$ cat config.mk
export PLATFORM = sky130hd
export DESIGN_NAME = pattern_merge_pipe
export DESIGN_NICKNAME = d
export VERILOG_FILES = /design/src/rtl/pattern_merge_pipe.sv
export SDC_FILE = /design/constraint.sdc
export NUM_CORES = 1
export LEC_CHECK = 0
export ABC_AREA = 0
export CORE_UTILIZATION = 50
export CTS_BUF_LIST = sky130_fd_sc_hd__clkbuf_4
export CTS_CLUSTER_DIAMETER = 50
export DETAILED_ROUTE_END_ITERATION = 16
export PLACE_DENSITY = 0.79
export SYNTH_ARGS = -nofsm -noshare
export SYNTH_HDL_FRONTEND = slang
export SYNTH_SLANG_ARGS = --single-unit
$ cat constraint.sdc
create_clock -name blif_clk_net -period 1.9 [get_ports blif_clk_net]
set_input_delay 0.38 -clock blif_clk_net [delete_from_list [all_inputs] [get_ports blif_clk_net]]
set_output_delay 0.38 -clock blif_clk_net [all_outputs]
set_load 0.005 [all_outputs]
$ cat src/rtl/pattern_merge_pipe.sv
// pattern_merge_pipe: elastic pipeline of STAGES pattern-merge stages.
// Each stage loads f(x) ^ q_s, where f is a fixed nor/nand neighbour mix and
// q_s is the word the stage last held. q_s is kept after the word drains, so it
// acts as history for the next load. A combinational ready chain gives one word
// per cycle. flush synchronously clears all stage state and blocks transfers.
// Optional: define PATTERN_MERGE_PERF_EN to add the out_count/stall_count
// performance counters.
module pattern_merge_pipe #(
  parameter int unsigned WIDTH  = 8,
  parameter int unsigned STAGES = 2
) (
  input  logic             blif_clk_net,
  input  logic             blif_reset_net,
  input  logic             flush,
  input  logic             in_valid,
  output logic             in_ready,
  input  logic [WIDTH-1:0] in_data,
  output logic             out_valid,
  input  logic             out_ready,
  output logic [WIDTH-1:0] out_data
`ifdef PATTERN_MERGE_PERF_EN
  ,
  output logic [31:0]      out_count,
  output logic [31:0]      stall_count
`endif
);

  // Neighbour mix: even bits nor with the next bit, odd bits nand with it.
  function automatic logic [WIDTH-1:0] mix(input logic [WIDTH-1:0] x);
    logic [WIDTH-1:0] r;
    r = '0;
    for (int i = 0; i < int'(WIDTH); i++) begin
      int j;
      j = (i + 1) % int'(WIDTH);
      if ((i % 2) == 0) r[i] = ~(x[i] | x[j]);
      else              r[i] = ~(x[i] & x[j]);
    end
    return r;
  endfunction

  logic [WIDTH-1:0]  q_q [STAGES];
  logic [WIDTH-1:0]  q_d [STAGES];
  logic [WIDTH-1:0]  din [STAGES+1];
  logic [STAGES-1:0] v_q;
  logic [STAGES-1:0] v_d;
  logic [STAGES-1:0] acc;
  logic [STAGES:0]   acc_ext;
  logic [STAGES:0]   up_valid;
  logic [STAGES-1:0] load;
  logic [STAGES-1:0] leave;

  // Stage s accepts if any stage from s to the end is empty, or out_ready.
  // This is the unrolled ready chain, computed without a self-referencing net.
  always_comb begin
    acc = '0;
    for (int s = 0; s < int'(STAGES); s++) begin
      acc[s] = out_ready;
      for (int t = s; t < int'(STAGES); t++) begin
        if (!v_q[t]) acc[s] = 1'b1;
      end
    end
  end

  // Per-stage load/leave decisions and next-state data.
  always_comb begin
    acc_ext  = {out_ready, acc};
    up_valid = {v_q, in_valid};
    din[0]   = in_data;
    for (int s = 0; s < int'(STAGES); s++) din[s+1] = q_q[s];
    load  = '0;
    leave = '0;
    v_d   = v_q;
    for (int s = 0; s < int'(STAGES); s++) begin
      q_d[s]   = q_q[s];
      load[s]  = up_valid[s] & acc[s] & ~flush;
      leave[s] = v_q[s] & acc_ext[s+1] & ~flush;
      if (flush) begin
        v_d[s] = 1'b0;
        q_d[s] = '0;
      end else if (load[s]) begin
        v_d[s] = 1'b1;
        q_d[s] = mix(din[s]) ^ q_q[s];
      end else if (leave[s]) begin
        v_d[s] = 1'b0;
      end
    end
  end

  // Stage registers.
  always_ff @(posedge blif_clk_net or posedge blif_reset_net) begin
    if (blif_reset_net) begin
      v_q <= '0;
      for (int s = 0; s < int'(STAGES); s++) q_q[s] <= '0;
    end else begin
      v_q <= v_d;
      for (int s = 0; s < int'(STAGES); s++) q_q[s] <= q_d[s];
    end
  end

  // Handshake outputs.
  always_comb begin
    in_ready  = acc[0] & ~flush;
    out_valid = v_q[STAGES-1];
    out_data  = q_q[STAGES-1];
  end

`ifdef PATTERN_MERGE_PERF_EN
  logic [31:0] out_count_q;
  logic [31:0] stall_count_q;

  // Transfer and stall counters; they wrap naturally and flush clears them.
  always_ff @(posedge blif_clk_net or posedge blif_reset_net) begin
    if (blif_reset_net) begin
      out_count_q   <= '0;
      stall_count_q <= '0;
    end else if (flush) begin
      out_count_q   <= '0;
      stall_count_q <= '0;
    end else begin
      if (out_valid && out_ready)  out_count_q   <= out_count_q + 32'd1;
      if (out_valid && !out_ready) stall_count_q <= stall_count_q + 32'd1;
    end
  end

  always_comb begin
    out_count   = out_count_q;
    stall_count = stall_count_q;
  end
`endif

endmodule

# Word-level counts from Yosys, hierarchy flattened
# Cells that the tools add are included.
# word_totals
regBits	18
input_bits	13
word_cells	95
output_inout_bits	10
# op_classes
bitwise	42
n_mux	45
n_reduce_logical	4
# op_table
operator	n
$mux 1	41
$mux 8	4
$not 1->1	17
$xor 8x8->8	2
$and 1x1->1	15
$or 1x1->1	8
$reduce_bool 3->1	2
$reduce_bool 2->1	2

# Depth between registers and ports, before layout
# depth
depth_word	9
ltp_mapped	4
mapped_depth_nobuf	3

# Worst setup path after synthesis
# Ideal clock, no wire load.
# synth_timing
path_type	flip-flop to flip-flop
start	reg v_q[1]
end	reg q_q, in the netlist out_data[1]
setup_slack_ps	577
path_stages_with_launch	5
period_less_slack_ps	1323
path_buffers	1
arrival_ps	1196
required_ps	1772
path_cell_list	dfrtp_1 > nor2b_1 > buf_2 > a211oi_1 > mux2_1
# synth_via
elab_chain_len	4
# synth_lines
item	line	source
start, declared	44	logic [STAGES-1:0] v_q;
start signal, assigned	95	v_q <= v_d;
$mux 1	59	if (!v_q[t]) acc[s] = 1'b1;
$and 1x1->1 (2 in a row)	75	load[s] = up_valid[s] & acc[s] & ~flush;
$reduce_bool 2->1 (no source line)	n/a	
end, declared	41	logic [WIDTH-1:0] q_q [STAGES];
# Every way passes these cells.
# A chain may end at the register's enable or synchronous reset.

# Final worst setup path
# layout_timing
start	in out_ready
end	out in_ready
# layout_via
elab_chain_len	3
# layout_lines
item	line	source
start, declared	19	input logic out_ready,
$mux 1 (2 in a row)	59	
$and 1x1->1	102	in_ready = acc[0] & ~flush;
end, declared	16	output logic in_ready,
# Every way passes these cells.

==> impl_metrics.py <==
metrics = {
    "sta": {
        "max-slew-margin-rel_pct": 57.21,
        "setup_viol": 0,
        "maxSlewViolCount": 0,
        "tns_ns": 0,
        "fin_crit_sh_pct": 91.72,
        "max_freq_mhz": 573.8,
        "hold_violations": 0,
        "fin_skew_ns": 0.002000,
        "min_period_ns": 1.743,
        "worst_pin_slew_ns": 0.6406,
        "rsz0062_at_grt": "false",
    },
    "placed_design": {
        "io_buffers": 22,
        "placed_cells": 144,
        "hpwl_um": 1481,
        "place_area_mm2": 0.001267,
        "globalplace.congestion": 0.7387,
    },
    "die": {
        "start_util_pct": 54.12,
        "die_w_um": 48.55,
        "dieArea_mm2": 0.002357,
        "ios": 23,
        "design.core.area_mm2": 0.002002,
        "rows": 16,
        "die_h_um": 48.55,
    },
    "worst_setup_path": {
        "slowest_delay_ns": 0.47,
        "crit_arrival_ns": 1.36,
        "endpoint_kind": "primary output",
        "crit_slowest_cell": "clkdlybuf4s50_1",
        "crit_required_ns": 1.52,
        "worstSetupStartpointType": "input pin",
        "cp_cell_sequence": "clkdlybuf4s50_1 -> and3b_1 -> nor2_1 -> dlygate4sd2_1",
        "worstSetupPathType": "in2out",
        "path_max_fanout": 2,
    },
    "grt": {
        "grtUsageTotal_pct": 19.49,
        "grt_max_degree": 35,
        "top_usage_layer": "met2",
        "met2_usage_pct": 32.16,
        "grt_pass1_vias": 786,
        "overflow": 0,
        "grt.met1_usage_pct": 24.54,
        "grt_pass1_wl_um": 3477,
        "grt_util_met3_pct": 4.088,
        "antenna_found_initial": 0,
    },
    "pwr": {
        "switchingPower_uw": 209.4,
        "internal_power_uw": 588.0,
        "switching_share_pct": 26.26,
        "leakage_uw": 0.0005753,
        "power_frac_clock_pct": 23.2,
        "seqPwrFrac_pct": 55.1,
        "pwr-share-comb_pct": 21.7,
        "power_density_mw_per_mm2": 618.8,
        "irDropWorstVdd_uv": 410.4,
    },
    "clock_network": {
        "cts_sinks": 18,
        "cts_buffers": 3,
        "tritoncts": "done",
        "clock_latency_ns": 0.29,
        "clk_pin_slew_ns": 0.10,
        "cts_buffer_depth": 2,
        "clock-root-buffer": "clkbuf_4",
        "cts_hold_buf": 0,
        "htreeDepth": 1,
    },
    "final_layout": {
        "fillCellCount": 173,
        "synthToLayoutAreaGrowth_pct": 18.94,
        "diodes": 0,
        "fin_util_pct": 64.38,
        "final_nets": 135,
        "design_area_mm2": 0.001289,
        "drive_above_1_share_pct": 13.33,
        "fin_cells": 147,
    },
    "logic_synthesis": {
        "synth_top_cell_by_area": "dfrtp_1",
        "ys_seq_area_share_pct": 41.57,
        "synth.distinct_cells": 13,
        "synth_nets": 119,
        "ys_seq_elements": 18,
        "avgSynthCellArea_um2": 10.22,
        "synth_top_area_share_pct": 41.57,
        "synthCells": 106,
        "yosysWarnings": 0,
        "yosys-top-cells-area": "dfrtp_1, mux2_1, nor2b_1",
        "syn_area_mm2": 0.001084,
    },
    "route": {
        "drc_errors": 0,
        "routed_wl_um": 2050,
        "wire_per_inst_um": 13.95,
        "vias": 806,
        "drtIter0Drc": 13,
        "antenna_left": 0,
        "first_pass_iters": 4,
        "viasPerCell": 5.483,
    },
    "hold_path": {
        "min_path_type": "in2async",
    },
    "outcome": {
        "status": "finished, final reports clean",
    },
    "run": {
        "cap_violations": 0,
    },
}
[per-layer routing]
metal | share of wire (%) | wire [µm]
met5 | 0 | 0
met4 | 0.49 | 10
met3 | 3.4 | 70
met2 | 51 | 1044
met1 | 45 | 925
[worst max-delay path: cells and delay by family]
| family | cells | cell delay (ns) |
|---|---|---|
| buf+inv | 2 | 0.70 |
| simple gates | 2 | 0.28 |
[cell usage after synthesis]
library cell and count:
and3b_1 1, nor4_2 4, a211oi_2 4, buf_4 9
mux2_1 16, nor2_1 21, nor2b_1 17, inv_1 1
dfrtp_1 18, a211oi_1 4, buf_2 5, nor4_1 4
inv_2 2
[sequential cells by signal, indices dropped and copies added (netlist names)]
signal,flops
din,8
v_q,2
out_data,8
[logic make-up (layout without fill, tap and decap cells)]
logic type / count (synthesis) / in the layout / synth area share, %
multiplexers: 16 / 16 / 16.63
AND/OR/NAND/NOR: 47 / 47 / 24.83
flip-flops: 18 / 18 / 41.57
AO/OA/AOI/OAI: 8 / 8 / 7.391
buffers and inverters: 17 / 31 / 9.583
[path summary, 6_finish.rpt]
check	startpoint	endpoint	slack (ns)	cells after the start
worst min-delay path	blif_reset_net	din[13]	0.40	3
worst min register to register	v_q[0]	v_q[1]	0.57	2
min in group blif_clk_net	v_q[0]	v_q[1]	0.57	2
max in group asynchronous	blif_reset_net	out_data[2]	1.31	3
worst max register to register	v_q[1]	out_data[7]	0.39	3
worst max-delay path	out_ready	in_ready	0.16	4
[layout make-up]
class	instances	area (µm²)	area share (%)
clock buffers	3	22.52	1.748
inverters	3	11.26	0.8738
multi-input cells	71	529.3	41.07
flip-flops and latches	18	450.4	34.95
well taps	27	33.78	2.621
repair buffers	25	241.5	18.74
[power by group through the flow]
stage | Combinational (µW) | Clock, µW | Sequential [µW]
final | 173 | 185 | 439
after global routing | 191 | 215 | 444
after CTS | 175 | 197 | 439
after detailed placement | 175 | 0 | 446
after global placement | 169 | 0 | 443
after floorplan | 115 | 0 | 439
[per-stage QoR]
stage / power [µW] / setup slack (ns) / hold WS (ns)
2_1_floorplan: 554.1 / 0.5768 / 0.3186
3_3_place_gp: 611.7 / -0.09406 / 0.5269
3_5_place_dp: 621.4 / -0.1182 / 0.5465
4_1_cts: 810.4 / 0.1537 / 0.3951
5_1_grt: 849.9 / 0.1012 / 0.4242
6_report: 797.5 / 0.1573 / 0.3994
[cell usage in the layout, fill, tap and decap left out]
master / count
inv_1: 1
dfrtp_1: 18
nor2_1: 21
nor4_1: 4
and3b_1: 1
a211oi_2: 4
inv_2: 2
nor2b_1: 17
a211oi_1: 4
clkbuf_4: 3
clkdlybuf4s50_1: 21
mux2_1: 16
buf_4: 3
dlygate4sd2_1: 1
nor4_2: 4
[repair_timing]
action / 4_1_cts / 5_1_grt
resized for setup: 1 / 0
setup endpoints to repair: 1 / 0
buffers inserted: 0 / 0
Power figures use the tool's default switching activity.
